`config.mk`:
```
export PLATFORM = sky130hd
export DESIGN_NAME = note_recorder
export DESIGN_NICKNAME = d
export VERILOG_FILES = /design/src/rtl/transcribe_pkg.sv /design/src/rtl/slot_timer.sv /design/src/rtl/note_recorder.sv
export SDC_FILE = /design/constraint.sdc
export NUM_CORES = 2
export LEC_CHECK = 0
export CAP_MARGIN = 10
export CELL_PAD_IN_SITES_DETAIL_PLACEMENT = 2
export CELL_PAD_IN_SITES_GLOBAL_PLACEMENT = 2
export CORE_AREA = 2 2 388 390
export CTS_CLUSTER_SIZE = 10
export DETAILED_ROUTE_END_ITERATION = 8
export DIE_AREA = 0 0 390 392
export PLACE_DENSITY_LB_ADDON = 0.1
export SLEW_MARGIN = 40
export SYNTH_ARGS = -nofsm -noshare
export SYNTH_HDL_FRONTEND = slang
export SYNTH_SLANG_ARGS = --single-unit
```
`constraint.sdc`:
```
create_clock -name clk_in -period 2.9 [get_ports clk_in]
set_input_delay 0.58 -clock clk_in [delete_from_list [all_inputs] [get_ports clk_in]]
set_output_delay 0.58 -clock clk_in [all_outputs]
set_load 0.05 [all_outputs]
```
`src/rtl/transcribe_pkg.sv`:
```
// Shared types and tempo constants for the music-transcription pipeline.
package transcribe_pkg;

    localparam int NOTE_WIDTH_DEFAULT = 6;

    typedef logic [NOTE_WIDTH_DEFAULT-1:0] note_t;

    typedef enum logic [1:0] {
        ST_IDLE   = 2'd0,
        ST_RECORD = 2'd1,
        ST_FULL   = 2'd2
    } rec_state_t;

    localparam note_t REST_NOTE_DEFAULT = '0;

    // Audio-domain master clock; an eighth note lasts half a second.
    localparam int CLK_M_HZ         = 69632000;
    localparam int EIGHTHS_PER_SEC  = 2;
    localparam int TICKS_PER_EIGHTH = CLK_M_HZ / EIGHTHS_PER_SEC;

endpackage

```
`src/rtl/slot_timer.sv`:
```
// Free-running slot counter with synchronous clear and a terminal-count flag.
// Kept separate so the same tempo logic can drive playback.
module slot_timer #(
    parameter int TICKS = 5
) (
    input  logic clk_in,
    input  logic rst_in,
    input  logic clear_in,
    input  logic run_in,
    output logic tc_out
);

    localparam int CNT_W = (TICKS > 1) ? $clog2(TICKS) : 1;
    localparam logic [CNT_W-1:0] LAST = CNT_W'(TICKS - 1);

    logic [CNT_W-1:0] count_q;
    logic [CNT_W-1:0] count_d;

    // Terminal count is only meaningful while running and not being cleared.
    assign tc_out = run_in && !clear_in && (count_q == LAST);

    // Next count: clear wins, otherwise wrap at LAST.
    always_comb begin
        count_d = count_q;
        if (clear_in) begin
            count_d = '0;
        end else if (run_in) begin
            count_d = (count_q == LAST) ? '0 : count_q + 1'b1;
        end
    end

    // Counter register with synchronous active-low reset.
    always_ff @(posedge clk_in) begin
        if (!rst_in) begin
            count_q <= '0;
        end else begin
            count_q <= count_d;
        end
    end

endmodule

```
`src/rtl/note_recorder.sv`:
```
// Quantises the detected note stream into fixed-length slots and keeps one
// note index per slot, with rest detection, optional ring mode and FULL stop.
module note_recorder
    import transcribe_pkg::*;
#(
    parameter int NUM_SLOTS      = 160,
    parameter int NOTE_WIDTH     = NOTE_WIDTH_DEFAULT,
    parameter int TICKS_PER_SLOT = TICKS_PER_EIGHTH,
    parameter int REST_NOTE      = int'(REST_NOTE_DEFAULT),
    localparam int IDX_WIDTH     = $clog2(NUM_SLOTS + 1)
) (
    input  logic                                 clk_in,
    input  logic                                 rst_in,
    input  logic                                 enable_in,
    input  logic                                 loop_in,
    input  logic [NOTE_WIDTH-1:0]                note_in,
    input  logic                                 note_valid_in,
    output logic [NUM_SLOTS-1:0][NOTE_WIDTH-1:0] notes_out,
    output logic [IDX_WIDTH-1:0]                 write_idx_out,
    output logic                                 recording_out,
    output logic                                 full_out,
    output logic                                 slot_tick_out
);

    localparam logic [NOTE_WIDTH-1:0] REST_CODE = NOTE_WIDTH'(REST_NOTE);
    localparam logic [IDX_WIDTH-1:0]  LAST_IDX  = IDX_WIDTH'(NUM_SLOTS - 1);
    localparam logic [IDX_WIDTH-1:0]  FULL_IDX  = IDX_WIDTH'(NUM_SLOTS);

    rec_state_t              state_q, state_d;
    logic [IDX_WIDTH-1:0]    idx_q, idx_d;
    logic [NOTE_WIDTH-1:0]   latch_q, latch_d;
    logic                    seen_q, seen_d;
    logic                    tick_q, tick_d;
    logic                    recording_q, recording_d;
    logic                    full_q, full_d;

    logic                    slot_tc;
    logic                    timer_clear;
    logic                    clear_buf;
    logic                    commit_en;
    logic [NOTE_WIDTH-1:0]   wr_data;

    // The counter only runs while recording is requested; any other cycle parks it at 0.
    assign timer_clear = (state_q != ST_RECORD) || !enable_in;

    slot_timer #(
        .TICKS (TICKS_PER_SLOT)
    ) u_slot_timer (
        .clk_in   (clk_in),
        .rst_in   (rst_in),
        .clear_in (timer_clear),
        .run_in   (state_q == ST_RECORD),
        .tc_out   (slot_tc)
    );

    // A strobe on the commit cycle itself belongs to the slot being committed.
    assign wr_data = note_valid_in ? note_in : (seen_q ? latch_q : REST_CODE);

    // Next-state, index, note latch and status decode.
    always_comb begin
        state_d   = state_q;
        idx_d     = idx_q;
        latch_d   = latch_q;
        seen_d    = seen_q;
        tick_d    = 1'b0;
        clear_buf = 1'b0;
        commit_en = 1'b0;
        case (state_q)
            ST_IDLE: begin
                if (enable_in) begin
                    state_d   = ST_RECORD;
                    clear_buf = 1'b1;
                    idx_d     = '0;
                    seen_d    = 1'b0;
                    latch_d   = REST_CODE;
                end
            end
            ST_RECORD: begin
                if (!enable_in) begin
                    // Stopping beats a same-cycle commit; the slot is dropped.
                    state_d = ST_IDLE;
                    idx_d   = '0;
                end else begin
                    if (note_valid_in) begin
                        latch_d = note_in;
                        seen_d  = 1'b1;
                    end
                    if (slot_tc) begin
                        commit_en = 1'b1;
                        tick_d    = 1'b1;
                        seen_d    = 1'b0;
                        if (idx_q == LAST_IDX) begin
                            if (loop_in) begin
                                idx_d = '0;
                            end else begin
                                idx_d   = FULL_IDX;
                                state_d = ST_FULL;
                            end
                        end else begin
                            idx_d = idx_q + 1'b1;
                        end
                    end
                end
            end
            ST_FULL: begin
                if (!enable_in) begin
                    state_d = ST_IDLE;
                    idx_d   = '0;
                end
            end
            default: begin
                state_d = ST_IDLE;
                idx_d   = '0;
            end
        endcase
        recording_d = (state_d == ST_RECORD);
        full_d      = (state_d == ST_FULL);
    end

    // Control and status registers.
    always_ff @(posedge clk_in) begin
        if (!rst_in) begin
            state_q     <= ST_IDLE;
            idx_q       <= '0;
            latch_q     <= REST_CODE;
            seen_q      <= 1'b0;
            tick_q      <= 1'b0;
            recording_q <= 1'b0;
            full_q      <= 1'b0;
        end else begin
            state_q     <= state_d;
            idx_q       <= idx_d;
            latch_q     <= latch_d;
            seen_q      <= seen_d;
            tick_q      <= tick_d;
            recording_q <= recording_d;
            full_q      <= full_d;
        end
    end

    // One register per slot, written only when the index points at it.
    for (genvar gi = 0; gi < NUM_SLOTS; gi++) begin : g_slot
        logic [NOTE_WIDTH-1:0] slot_q;

        // Slot storage: reset/clear to rest, else capture on its commit.
        always_ff @(posedge clk_in) begin
            if (!rst_in) begin
                slot_q <= REST_CODE;
            end else if (clear_buf) begin
                slot_q <= REST_CODE;
            end else if (commit_en && (idx_q == IDX_WIDTH'(gi))) begin
                slot_q <= wr_data;
            end
        end

        assign notes_out[gi] = slot_q;
    end

    assign write_idx_out = idx_q;
    assign recording_out = recording_q;
    assign full_out      = full_q;
    assign slot_tick_out = tick_q;

endmodule

```
# ---- After elaboration in Yosys (flattened, before gate mapping)
# Cells that the tools add are included.
dict set report word_totals {
  register_bits 1006
  wordCells 546
}
dict set report op_classes {
  n_addsub 2
  mux 31
  n_eq_ne 171
  n_bitwise 1
  n_reduce_logical 173
}
# operator n
set op_table {}
lappend op_table {{== test 8 x 7 -> 1 bit (second input constant)} 64}
lappend op_table {{== test 8 x 6 -> 1 bit (second input constant)} 32}
lappend op_table {{== test 8 bit (second input constant)} 32}
lappend op_table {{logical AND 1 bit} 162}
lappend op_table {{== test 8 x 5 -> 1 bit (second input constant)} 16}
lappend op_table {{== test 8 x 4 -> 1 bit (second input constant)} 8}
lappend op_table {{two-way mux 8 bit} 6}
lappend op_table {{== test 8 x 3 -> 1 bit (second input constant)} 4}
lappend op_table {{two-way mux 6 bit} 5}
lappend op_table {{adder 26 x 1 -> 26 bit (second input constant)} 1}
lappend op_table {{== test 26 bit (second input constant)} 1}
lappend op_table {{two-way mux 26 bit} 1}
lappend op_table {{one-hot mux 8 bit (3 select lines)} 1}
lappend op_table {{== test 8 x 2 -> 1 bit (second input constant)} 2}
lappend op_table {{two-way mux 2 bit} 6}
lappend op_table {{one-hot mux 6 bit (2 select lines)} 1}
lappend op_table {{two-way mux 1 bit} 9}
lappend op_table {{adder 8 x 1 -> 8 bit (second input constant)} 1}
lappend op_table {{== test 8 x 1 -> 1 bit (second input constant)} 1}
lappend op_table {{zero test 8 bit} 1}
lappend op_table {{!= test 2 bit (second input constant)} 4}
lappend op_table {{AND reduction 4 bit} 2}
lappend op_table {{!= test 3 bit (second input constant)} 2}
lappend op_table {{one-hot mux 2 bit (3 select lines)} 1}
lappend op_table {{other kinds (11)} 15}

# ---- Depth between registers and ports, before layout
dict set report logic_depth {
  depth_word 9
  mapped_depth 10
  ltp_nobuf 7
}

# ---- Modules after synthesis
# A second synthesis with hierarchy kept.
dict set report unflattened {
  hier_cells 3789
  area_unflattened_um2 34217.8
}
# module seq_area_each_um2 area_each_um2 cells_per_inst instances
set by_module_without_submodules {}
lappend by_module_without_submodules {note_recorder 19618.8 32915.3 3635 1}
lappend by_module_without_submodules {slot_timer 520.5 1302.5 154 1}

# ---- Least setup slack after synthesis
# No wires, ideal clock.
dict set report synth_path {
  path_type {register to register}
  start {register idx_q[4], in the netlist write_idx_out[4]}
  end {register g_slot[17].slot_q[0]}
  t_arrival_ps 2404
  setup_slack_ps 367
  synth_period_minus_slack_ps 2533
  stages_incl_launch_ff 8
  path_cell_list {dfxtp_1 clkbuf_1 or4b_2 nor4_4 buf_4 nand3_2 nand3_1 o21ai_0}
}
dict set report synth_via {
  elab_chain_len 2
}
# item line_no
set synth_lines {}
lappend synth_lines {{start, declared} note_recorder.sv:30} ;# logic [IDX_WIDTH-1:0] idx_q, idx_d;
lappend synth_lines {{start signal, assigned} note_recorder.sv:132} ;# idx_q <= idx_d;
lappend synth_lines {{== test 8 x 5 -> 1 bit} note_recorder.sv:151} ;# end else if (commit_en && (idx_q == IDX_WIDTH'(gi))) begin
lappend synth_lines {{logical AND 1 bit} note_recorder.sv:151}
lappend synth_lines {{end signal, assigned} note_recorder.sv:152} ;# slot_q <= wr_data;
lappend synth_lines {{end, declared} note_recorder.sv:143} ;# logic [NOTE_WIDTH-1:0] slot_q;
# No other way between the ends.
# A chain may end at the register's enable or synchronous reset.

# ---- Worst setup path after layout
dict set report layout_path {
  start {register idx_q[1], in the netlist write_idx_out[1]}
  end {output write_idx_out[1]}
}
# item line_no
set layout_lines {}
lappend layout_lines {{end, declared} note_recorder.sv:19} ;# output logic [IDX_WIDTH-1:0] write_idx_out,
# No word-level cell between the ends.

==> impl_metrics.py <==
metrics = {
    "status": {
        "outcome": "completed",
    },
    "cells_and_area": {
        "drive_gt1_share_pct": 9.36,
        "stdcell_count": 6748,
        "final_core_util_pct": 34.4,
        "layout.nets": 4744,
        "areaGrowthSynthToFinish_pct": 48.3,
    },
    "flow_run": {
        "timing.max_cap.violations": 0,
    },
    "detailed_routing": {
        "finalWirelength_mm": 180,
        "routed_wire_length_per_instance_um": 26.7,
        "drtPass1Iterations": 5,
        "route.detailed.vias_per_inst": 4.88,
        "drt.antenna.violating_nets": 0,
        "route.vias.total": 32900,
        "drtIter0Drc": 1448,
        "drc_errors": 0,
    },
    "place": {
        "place.port_buffers": 981,
        "gp_congestion": 0.774,
        "placed_cells_incl_taps": 6550,
        "dp_hpwl_mm": 128,
    },
    "logic_synthesis": {
        "synth-seq-area-share_pct": 58.2,
        "yosysUniqueCellTypes": 61,
        "postSynthRegisterBits": 1006,
        "syn-cell-area_um2": 34600,
        "async_reset_ff_share_pct": 0,
        "avgSynthCellArea_um2": 9.10,
        "synthCells": 3801,
        "ys.flop_type": "dfxtp_1",
        "yosysWarningCount": 0,
        "synth_enable_flop_cells": 0,
        "synth.net_count": 3817,
    },
    "sta": {
        "clock-skew-final_ns": 0.0325,
        "finalMaxSlewViolations": 0,
        "fmaxAchievable_ghz": 0.353,
        "setup_viol_count_final": 0,
        "totalNegativeSetupSlack_ns": 0,
        "clock_period_minus_final_worst_setup_slack_ns": 2.83,
        "final.period_utilization_pct": 97.6,
        "worst_pin_slew_ns": 0.841,
        "hold_viol": 0,
        "rsz_0062_raised_after_global_routing": "true",
        "slew-limit-headroom_pct": 43.9,
    },
    "pwr": {
        "power.switching_fraction_pct": 23.3,
        "pwr-share-comb_pct": 2.5,
        "power.sequential.fraction_pct": 47.5,
        "power_per_cell_area_nw_per_um2": 568,
        "power.ir.vdd_worst_v": 0.000434,
        "p_leak_uw": 0.0170,
        "net-switching-power_uw": 6780,
        "clkPwrFrac_pct": 50.1,
        "internal-power_uw": 22400,
    },
    "clock_tree": {
        "cts_setup_buffers": 0,
        "cts_root_buffer": "clkbuf_16",
        "htreeDepth": 3,
        "tritoncts": "built",
        "clock_latency_ns": 0.75,
        "ctsLongestPathBuffers": 3,
        "clock_sinks": 1006,
        "cts_inserted_buffers": 120,
        "clk_transition_reported_paths_ns": 0.06,
    },
    "worst_hold_path": {
        "worst_hold_path_type": "register to register",
        "worst_hold_path.num_cells": 2,
        "timing.hold.worst_endpoint": "g_slot[48].slot_q[2]",
        "hold_path.startpoint": "g_slot[48].slot_q[2]",
    },
    "floorplan": {
        "chipHeight_um": 392,
        "initial_core_util_pct": 23.2,
        "ioPinCount": 982,
        "floorplan.core_area_um2": 149000,
        "die_area_um2": 153000,
        "rows": 142,
        "die_w_um": 390,
    },
    "global_routing": {
        "grt_use_total_pct": 22.5,
        "vias_in_the_first_global_route": 33200,
        "grt_start_max_net_pins": 150,
        "grt_antenna_before_repair": 9,
        "global_route_wire_length_before_repair_mm": 251,
        "grt-ovfl-total": 0,
    },
    "worst_setup_path": {
        "reg2reg_setup_slack_ns": 0.17,
        "timing.critical_path.buf_inv": 1,
        "crit_slowest_cell": "clkdlybuf4s50_1",
        "reg2reg_depth": 7,
        "maximum_single_stage_delay_on_the_critical_path_ns": 0.98,
        "worst_reg2reg_path_endpoint": "g_slot[150].slot_q[5]",
        "required_ns": 2.32,
        "arrival_ns": 2.25,
        "startpoint_of_the_worst_register_to_register_path": "u_slot_timer.count_q[21]",
        "cp-start-kind": "register",
        "setup.worst_path.class": "register to output port",
        "path_delay_family": "buffers and inverters",
        "end_kind": "output port",
        "crit_fanout": 8,
        "path_cells": "clkdlybuf4s50_1",
    },
}
==> state kept, by name, summed over array words and instances, names as in the netlist, 2 cells and up <==
signal,flops
latch_q,6
u_slot_timer.count_q,26
g_slot.slot_q,960
state_q,2
write_idx_out,8
==> layout make-up <==
cell class,instances,area [um^2]
fill,16200,97600
sequential,1006,20100
multi-input combinational,2382,12800
timing repair buffer,1202,12200
clock buffer,183,3530
tap,1944,2430
clock inverter,10,171
inverter,16,60.1
antenna,5,12.5
==> synthesized netlist by cell type, types with 6 or more instances <==
master,n,share of area (%)
a21oi_1,12,0.17
a22o_1,6,0.15
a32o_1,6,0.17
and2_1,12,0.22
and3_1,9,0.16
and4_1,8,0.20
buf_1,87,0.94
buf_2,78,1.1
buf_4,13,0.28
buf_6,17,0.55
clkbuf_1,199,2.2
dfxtp_1,1006,58
inv_1,16,0.17
nand2_1,55,0.60
nand3_1,1106,16
nand3_2,10,0.29
nand3_4,10,0.51
nand4_1,24,0.43
nor2_1,33,0.36
nor3_1,21,0.30
nor4_1,11,0.20
nor4_4,10,0.61
o21ai_0,897,13
o21ai_1,72,1.0
xnor2_1,14,0.35
==> cells in the final DEF (no fill, tap or decap), types with 5 or more instances in the layout <==
cell type / n
nor2_1: 32
nand3_2: 13
nor4_1: 6
nor4_4: 10
clkbuf_1: 36
nand3_4: 10
nor3_1: 17
a22o_1: 6
o21ai_1: 72
buf_12: 57
ha_1: 5
inv_1: 16
and2_1: 12
and3_1: 7
xor2_1: 5
nor4_2: 5
buf_4: 167
nand4_1: 24
clkdlybuf4s50_1: 974
clkbuf_8: 25
nand2_1: 49
nor3_2: 5
xnor2_1: 14
a21oi_1: 11
diode_2: 5
dfxtp_1: 1006
nand2_4: 6
o21ai_0: 896
or3_1: 5
a32o_1: 6
clkbuf_16: 122
nand3_1: 1103
==> how the worst max path moves through the flow <==
| stage | depth (start not counted) | from | slack, ns | to |
|---|---|---|---|---|
| final | 1 | write_idx_out[1] | 0.07 | write_idx_out[1] |
| after global routing | 8 | u_slot_timer.count_q[0] | -0.002 | g_slot[150].slot_q[5] |
| after CTS | 1 | write_idx_out[1] | 0.04 | write_idx_out[1] |
| after detailed placement | 8 | enable_in | -0.03 | g_slot[1].slot_q[2] |
| after global placement | 8 | enable_in | 0.03 | g_slot[1].slot_q[2] |
| after floorplan | 7 | write_idx_out[4] | 0.37 | g_slot[17].slot_q[0] |
==> stage by stage <==
step / instance area [um^2] / total power, uW / worst slack [ns] / hold WS (ns)
2_1_floorplan: 34600 / 14500 / 0.367 / 0.443
3_3_place_gp: 47600 / 14900 / 0.0299 / 0.445
3_5_place_dp: 47600 / 14900 / -0.0283 / 0.455
4_1_cts: 51300 / 29600 / 0.0403 / 0.442
5_1_grt: 51300 / 30200 / -0.00150 / 0.476
6_report: 51300 / 29100 / 0.0691 / 0.461
==> repair_timing <==
action / CTS / global route
hold buffers: 0 / 0
resized for setup: 4 / 3
endpoints found under the setup margin: 4 / 7
==> per-layer routing <==
layer / part of all wire, % / track usage (%) / vias up
met5: 0.020 / 0 / -
met4: 4.7 / 10.6 / 6
met3: 7.1 / 6.93 / 274
met2: 47 / 37.3 / 845
met1: 41 / 26.6 / 16400
li1: - / - / 15400
==> cell families after synthesis <==
logic type | Yosys count | share of synthesized area [%]
AND/OR/NAND/NOR | 1346 | 20.8
flip-flops | 1006 | 58.2
multiplexers | 1 | 0.0326
XOR/XNOR | 19 | 0.481
adder cells (fa/ha/maj) | 5 | 0.181
buffers and inverters | 413 | 5.31
AO/OA/AOI/OAI | 1011 | 14.9
==> power groups by stage <==
stage               clock network [uW]  logic [uW]  registers, uW
floorplan                            0         350          14100
global placement                     0         753          14100
detailed placement                   0         747          14100
CTS                              15100         748          13800
global route                     15600         777          13800
finish                           14600         722          13800
(Power assumes the default switching activity.)
